**src/rtl/iserdes_pkg.sv**
```systemverilog
`default_nettype none
// ============================================================================
//  Module      : iserdes_pkg
//  Description : Shared constants and FSM state type for the SDR input
//                deserializer and its bitslip controller.
//  Revision    : 1.0 - initial release
// ============================================================================
package iserdes_pkg;

    // Widest word the deserializer can assemble (Q1..Q6)
    localparam int MAX_DATA_WIDTH = 6;

    // Width of the bit counter and the guard counter (holds 0..MAX_DATA_WIDTH-1)
    localparam int CNT_WIDTH = 3;

    // Bitslip controller states
    typedef enum logic [0:0] {
        ST_RUN   = 1'b0,
        ST_GUARD = 1'b1
    } slip_state_e;

endpackage
`default_nettype wire

```
**src/rtl/iserdes_bitslip_fsm.sv**
```systemverilog
`default_nettype none
// ============================================================================
//  Module      : iserdes_bitslip_fsm
//  Description : Accepts BITSLIP requests and blanks further requests for one
//                word time (DATA_WIDTH clocks including the accepting edge).
//  Revision    : 1.0 - initial release
// ============================================================================
module iserdes_bitslip_fsm
    import iserdes_pkg::*;
#(
    parameter int DATA_WIDTH = 4
) (
    input  logic CLK,
    input  logic SR,
    input  logic CE,
    input  logic BITSLIP,
    output logic slip_accept,
    output logic SLIPACK
);

    localparam logic [CNT_WIDTH-1:0] c_GUARD_LOAD = CNT_WIDTH'(DATA_WIDTH - 1);

    slip_state_e           r_state;
    logic [CNT_WIDTH-1:0]  r_guard_cnt;
    logic                  r_slipack;

    // A request only counts on a CE-qualified edge while the guard is idle
    assign slip_accept = CE && BITSLIP && (r_state == ST_RUN);
    assign SLIPACK     = r_slipack;

    // RUN/GUARD sequencing; the guard counts every clock, independent of CE
    always_ff @(posedge CLK) begin
        if (SR) begin
            r_state     <= ST_RUN;
            r_guard_cnt <= '0;
            r_slipack   <= 1'b0;
        end else begin
            r_slipack <= slip_accept;
            case (r_state)
                ST_RUN: begin
                    if (slip_accept) begin
                        r_state     <= ST_GUARD;
                        r_guard_cnt <= c_GUARD_LOAD;
                    end
                end
                ST_GUARD: begin
                    r_guard_cnt <= r_guard_cnt - 1'b1;
                    if (r_guard_cnt == CNT_WIDTH'(1)) begin
                        r_state <= ST_RUN;
                    end
                end
                default: begin
                    r_state     <= ST_RUN;
                    r_guard_cnt <= '0;
                end
            endcase
        end
    end

endmodule
`default_nettype wire

```
**src/rtl/iserdes_sdr.sv**
```systemverilog
`default_nettype none
// ============================================================================
//  Module      : iserdes_sdr
//  Description : Single-clock SDR input deserializer. Shifts one bit per
//                CE-qualified clock, presents DATA_WIDTH-bit words on Q1..Q6
//                (Q1 = first-received bit) with a one-cycle QVALID strobe, and
//                moves the word boundary one bit later on an accepted BITSLIP.
//  Revision    : 1.0 - initial release
// ============================================================================
module iserdes_sdr
    import iserdes_pkg::*;
#(
    parameter int   DATA_WIDTH = 4,
    parameter logic SRVAL_Q    = 1'b0
) (
    input  logic CLK,
    input  logic SR,
    input  logic CE,
    input  logic D,
    input  logic BITSLIP,
    output logic Q1,
    output logic Q2,
    output logic Q3,
    output logic Q4,
    output logic Q5,
    output logic Q6,
    output logic QVALID,
    output logic SLIPACK
);

    // Reject unsupported word widths at elaboration
    if (DATA_WIDTH < 2 || DATA_WIDTH > MAX_DATA_WIDTH) begin : g_bad_width
        $error("iserdes_sdr: DATA_WIDTH must be within 2..6");
    end

    localparam logic [CNT_WIDTH-1:0] c_CNT_LAST = CNT_WIDTH'(DATA_WIDTH - 1);

    logic                      w_slip_accept;
    logic                      w_capture;
    logic [DATA_WIDTH-1:0]     w_word;
    logic [DATA_WIDTH-2:0]     r_shift;
    logic [DATA_WIDTH-1:0]     r_word;
    logic [CNT_WIDTH-1:0]      r_cnt;
    logic                      r_qvalid;
    logic [MAX_DATA_WIDTH-1:0] w_q;

    iserdes_bitslip_fsm #(
        .DATA_WIDTH (DATA_WIDTH)
    ) u_bitslip_fsm (
        .CLK         (CLK),
        .SR          (SR),
        .CE          (CE),
        .BITSLIP     (BITSLIP),
        .slip_accept (w_slip_accept),
        .SLIPACK     (SLIPACK)
    );

    // Only DATA_WIDTH-1 history bits are needed: the current D completes the word
    assign w_word    = {r_shift, D};
    assign w_capture = CE && !w_slip_accept && (r_cnt == c_CNT_LAST);

    // Shift register, bit counter and word capture; a slip freezes the counter
    always_ff @(posedge CLK) begin
        if (SR) begin
            r_shift  <= {(DATA_WIDTH-1){SRVAL_Q}};
            r_word   <= {DATA_WIDTH{SRVAL_Q}};
            r_cnt    <= '0;
            r_qvalid <= 1'b0;
        end else begin
            r_qvalid <= w_capture;
            if (CE) begin
                r_shift <= w_word[DATA_WIDTH-2:0];
                if (!w_slip_accept) begin
                    r_cnt <= w_capture ? '0 : r_cnt + 1'b1;
                end
            end
            if (w_capture) begin
                r_word <= w_word;
            end
        end
    end

    // Oldest bit of the captured word drives Q1; unused outputs sit at SRVAL_Q
    for (genvar i = 0; i < MAX_DATA_WIDTH; i++) begin : g_q
        if (i < DATA_WIDTH) begin : g_used
            assign w_q[i] = r_word[DATA_WIDTH-1-i];
        end else begin : g_tied
            assign w_q[i] = SRVAL_Q;
        end
    end

    assign Q1     = w_q[0];
    assign Q2     = w_q[1];
    assign Q3     = w_q[2];
    assign Q4     = w_q[3];
    assign Q5     = w_q[4];
    assign Q6     = w_q[5];
    assign QVALID = r_qvalid;

endmodule
`default_nettype wire
```
**config.mk**
```make
export PLATFORM = sky130hd
export DESIGN_NAME = iserdes_sdr
export DESIGN_NICKNAME = d
export VERILOG_FILES = /design/src/rtl/iserdes_pkg.sv /design/src/rtl/iserdes_bitslip_fsm.sv /design/src/rtl/iserdes_sdr.sv
export SDC_FILE = /design/constraint.sdc
export NUM_CORES = 1
export LEC_CHECK = 0
export ABC_CLOCK_PERIOD_IN_PS = 2400
export CAP_MARGIN = 25
export CORE_UTILIZATION = 23
export CTS_CLUSTER_DIAMETER = 50
export CTS_CLUSTER_SIZE = 25
export DETAILED_ROUTE_END_ITERATION = 10
export PLACE_DENSITY = 0.38
export SYNTH_ARGS = -nofsm -noshare
export SYNTH_HDL_FRONTEND = slang
export SYNTH_HIERARCHICAL = 1
export SYNTH_SLANG_ARGS = --single-unit
```
**constraint.sdc**
```tcl
create_clock -name CLK -period 2.4 [get_ports CLK]
set_input_delay 0.6 -clock CLK [delete_from_list [all_inputs] [get_ports CLK]]
set_output_delay 0.6 -clock CLK [all_outputs]
set_load 0.01 [all_outputs]
```
==> results by group <==
Run status
  – Status: completed

STA
  – RSZ-0062 raised after global routing: false
  – Final slew viol count: 0
  – Final period util: 0.7416
  – Final hold viol count: 0
  – Worst Setup Slack, final: 0.6201 ns
  – Final min period: 1.780 ns
  – Setup TNS: 0 ns
  – Worst Skew: 0.007676 ns
  – FMAX: 561.8 MHz
  – Setup violations, final: 0

Power and ir drop
  – Leak Pwr: 0.3391 nW
  – Pwr Density: 588.6 nW/um^2
  – Max IR drop VDD: 266.5 uV

Worst setup path
  – WP depth: 1
  – CP Buf/Inv Count: 1
  – Crit end category: output port
  – Reg-to-Reg Start: u_bitslip_fsm/r_state
  – Max FO, Critical Path: 2
  – Kind of critical path: reg2out
  – Reg2reg path depth: 3
  – CP cell instances: clkdlybuf4s50_1
  – Critical Path Source: r_word[0]
  – Worst path slowest cell: clkdlybuf4s50_1
  – Data arrival, critical path: 1.18 ns
  – Max incr delay on CP: 0.54 ns
  – FF-to-FF End: r_cnt[0]
  – Critical Path RT: 1.80 ns
  – FF-to-FF setup slack: 0.99 ns
  – Startpoint Class: flop
  – CP delay by family, top: buffers and inverters

CTS
  – CTS Buf Count: 3
  – CTS Sinks: 16
  – Hold-fix buffers, CTS: 0
  – H-tree depth: 1
  – Resize count post-CTS: 0
  – Clock-pin slew on the worst setup and hold paths: 0.10 ns
  – Worst skew pair latency: 0.29 ns
  – CTS root buf: clkbuf_4
  – Deepest clock path buffer count: 2
  – CTS tree: yes
  – Buffer count from post-CTS setup fixing: 0

Drt
  – Residual DRC: 0
  – Routed len/inst: 9.969 um
  – Post-DRT Antenna Nets: 0
  – Iter 0 DRT Violations: 12
  – Vias per cell: 4.086
  – 1st-pass router iterations: 4
  – Routed wire length: 1.276 mm
  – Vias: 523

Synth
  – Synth top area cells: dfxtp_1 (44%), mux2i_1 (9.7%), nand2b_1 (9.5%)
  – Post-Syn Area: 725.7 sq um
  – Primary FF master, synth: dfxtp_1
  – Synth cell count leaders: dfxtp_1 (16), nand2b_1 (11), mux2i_1 (7), nor2_1 (5)
  – Top cell type by total area after synthesis: dfxtp_1
  – Mapped Avg Cell Area: 10.08 sq um
  – Sequential cell area fraction in the yosys report: 0.4414
  – Synth cell types: 25
  – FF+latch count, synth: 16
  – Synth Instances: 72
  – Asr flop ratio synth: 0
  – Yosys warns: 6
  – Post-synth EDFFs: 0
  – Area share of the largest cell type after synthesis: 0.4414
  – Count leader, synth: dfxtp_1

Global route
  – Vias in the first global route: 528
  – Largest net degree at the start of global routing: 22
  – Gr usage total: 0.08837
  – First-pass GRT wire length: 2.208 mm
  – Antenna violations before repair: 0
  – Grt total ovfl: 0

Cells and area
  – Diode count: 0
  – Layout cells sized above 1: 0.1190
  – Final nets: 93
  – Fillers: 317
  – Area grow syn2layout: 24.14%
  – Register area: 320.3 sq um
  – Area occupied by multi-input gates: 351.6 sq um

Job
  – Max_cap viols: 0

Floorplan
  – Total die area: 3384 sq um
  – Starting Density: 0.2397
  – Site row count: 20
  – Core area: 3028 sq um
  – Top-Level Pins: 13
  – Die height: 58.17 um
  – Width of the die: 58.17 um

Placed design
  – HPWL Detailed: 880.1 um
  – Port Buf Inserts: 10
  – GPL Wtd Cong: 0.6999
  – Pre-CTS setup slack: 0.3571 ns

Worst hold path
  – Worst hold path class: reg2reg
  – Hold path cells: 2
  – HP Start: r_cnt[2]
  – Min-Delay Endpoint: r_cnt[2]
sequential cells by signal, summed over array words and instances, names as in the netlist:
name,cells
u_bitslip_fsm/SLIPACK,1
u_bitslip_fsm/r_guard_cnt,3
QVALID,1
r_word,4
r_cnt,3
u_bitslip_fsm/r_state,1
r_shift,3
kinds of logic after synthesis:
logic type               share of synthesized area
AND/OR/NAND/NOR                             0.2017
flip-flops                                  0.4414
AO/OA/AOI/OAI                               0.1241
buffers and inverters                      0.07929
multiplexers                               0.09656
adder cells (fa/ha/maj)                    0.05173
other                                     0.005167
worst max-delay path by stage:
stage                 to  slack [ns]
4_1_cts               Q4        0.59
3_3_place_gp   r_word[3]        0.39
6_report              Q4        0.62
5_1_grt               Q4        0.54
3_5_place_dp   r_word[3]        0.36
2_1_floorplan   r_cnt[0]        0.95
metrics by stage:
step / total power [mW] / util / std cells / instance area, sq um / hold slack (ns)
floorplan: 0.3376 / - / 73 / 729.5 / 0.4403
global route: 0.5642 / 0.2975 / 128 / 900.9 / 0.5018
global placement: 0.3558 / 0.2855 / 124 / 864.6 / 0.4653
finish: 0.5303 / 0.2975 / 128 / 900.9 / 0.4696
CTS: 0.5478 / 0.2975 / 128 / 900.9 / 0.4760
detailed placement: 0.3551 / 0.2855 / 124 / 864.6 / 0.4630
cell type report:
cell class | instances | share of cell area
multi-input cells | 47 | 0.3903
inverters | 4 | 0.01667
clock buffers | 4 | 0.04028
repair buffers | 13 | 0.1361
well taps | 44 | 0.06111
flip-flops and latches | 16 | 0.3556
routing by layer:
metal,vias to the layer above,track usage,wire length [um]
li1,263,-,-
met3,0,0.04018,34
met1,256,0.09783,579
met4,0,0.04082,0
met5,-,0,0
met2,4,0.1445,663
power breakdown:
group,switching (mW),total [mW],internal [mW]
registers,0.00992,0.287,0.277
clock network,0.0894,0.182,0.0924
logic,0.0291,0.0612,0.0321
layout by cell type, fill, tap and decap left out:
cell type        instances
ha_1                     3
o32ai_1                  1
nor2_1                   5
a21o_2                   1
a21oi_1                  4
a311oi_2                 1
nor2b_1                  3
nand2_1                  1
mux2i_1                  7
nor4bb_1                 1
a311oi_1                 1
a21o_1                   1
clkbuf_8                 1
nand4bb_1                1
dfxtp_1                 16
buf_4                    3
o22ai_2                  1
nor3_1                   1
or4b_1                   1
nand2b_1                11
inv_1                    4
clkbuf_4                 3
conb_1                   2
clkdlybuf4s50_1         10
a221oi_1                 1
Power figures use the tool's default switching activity.
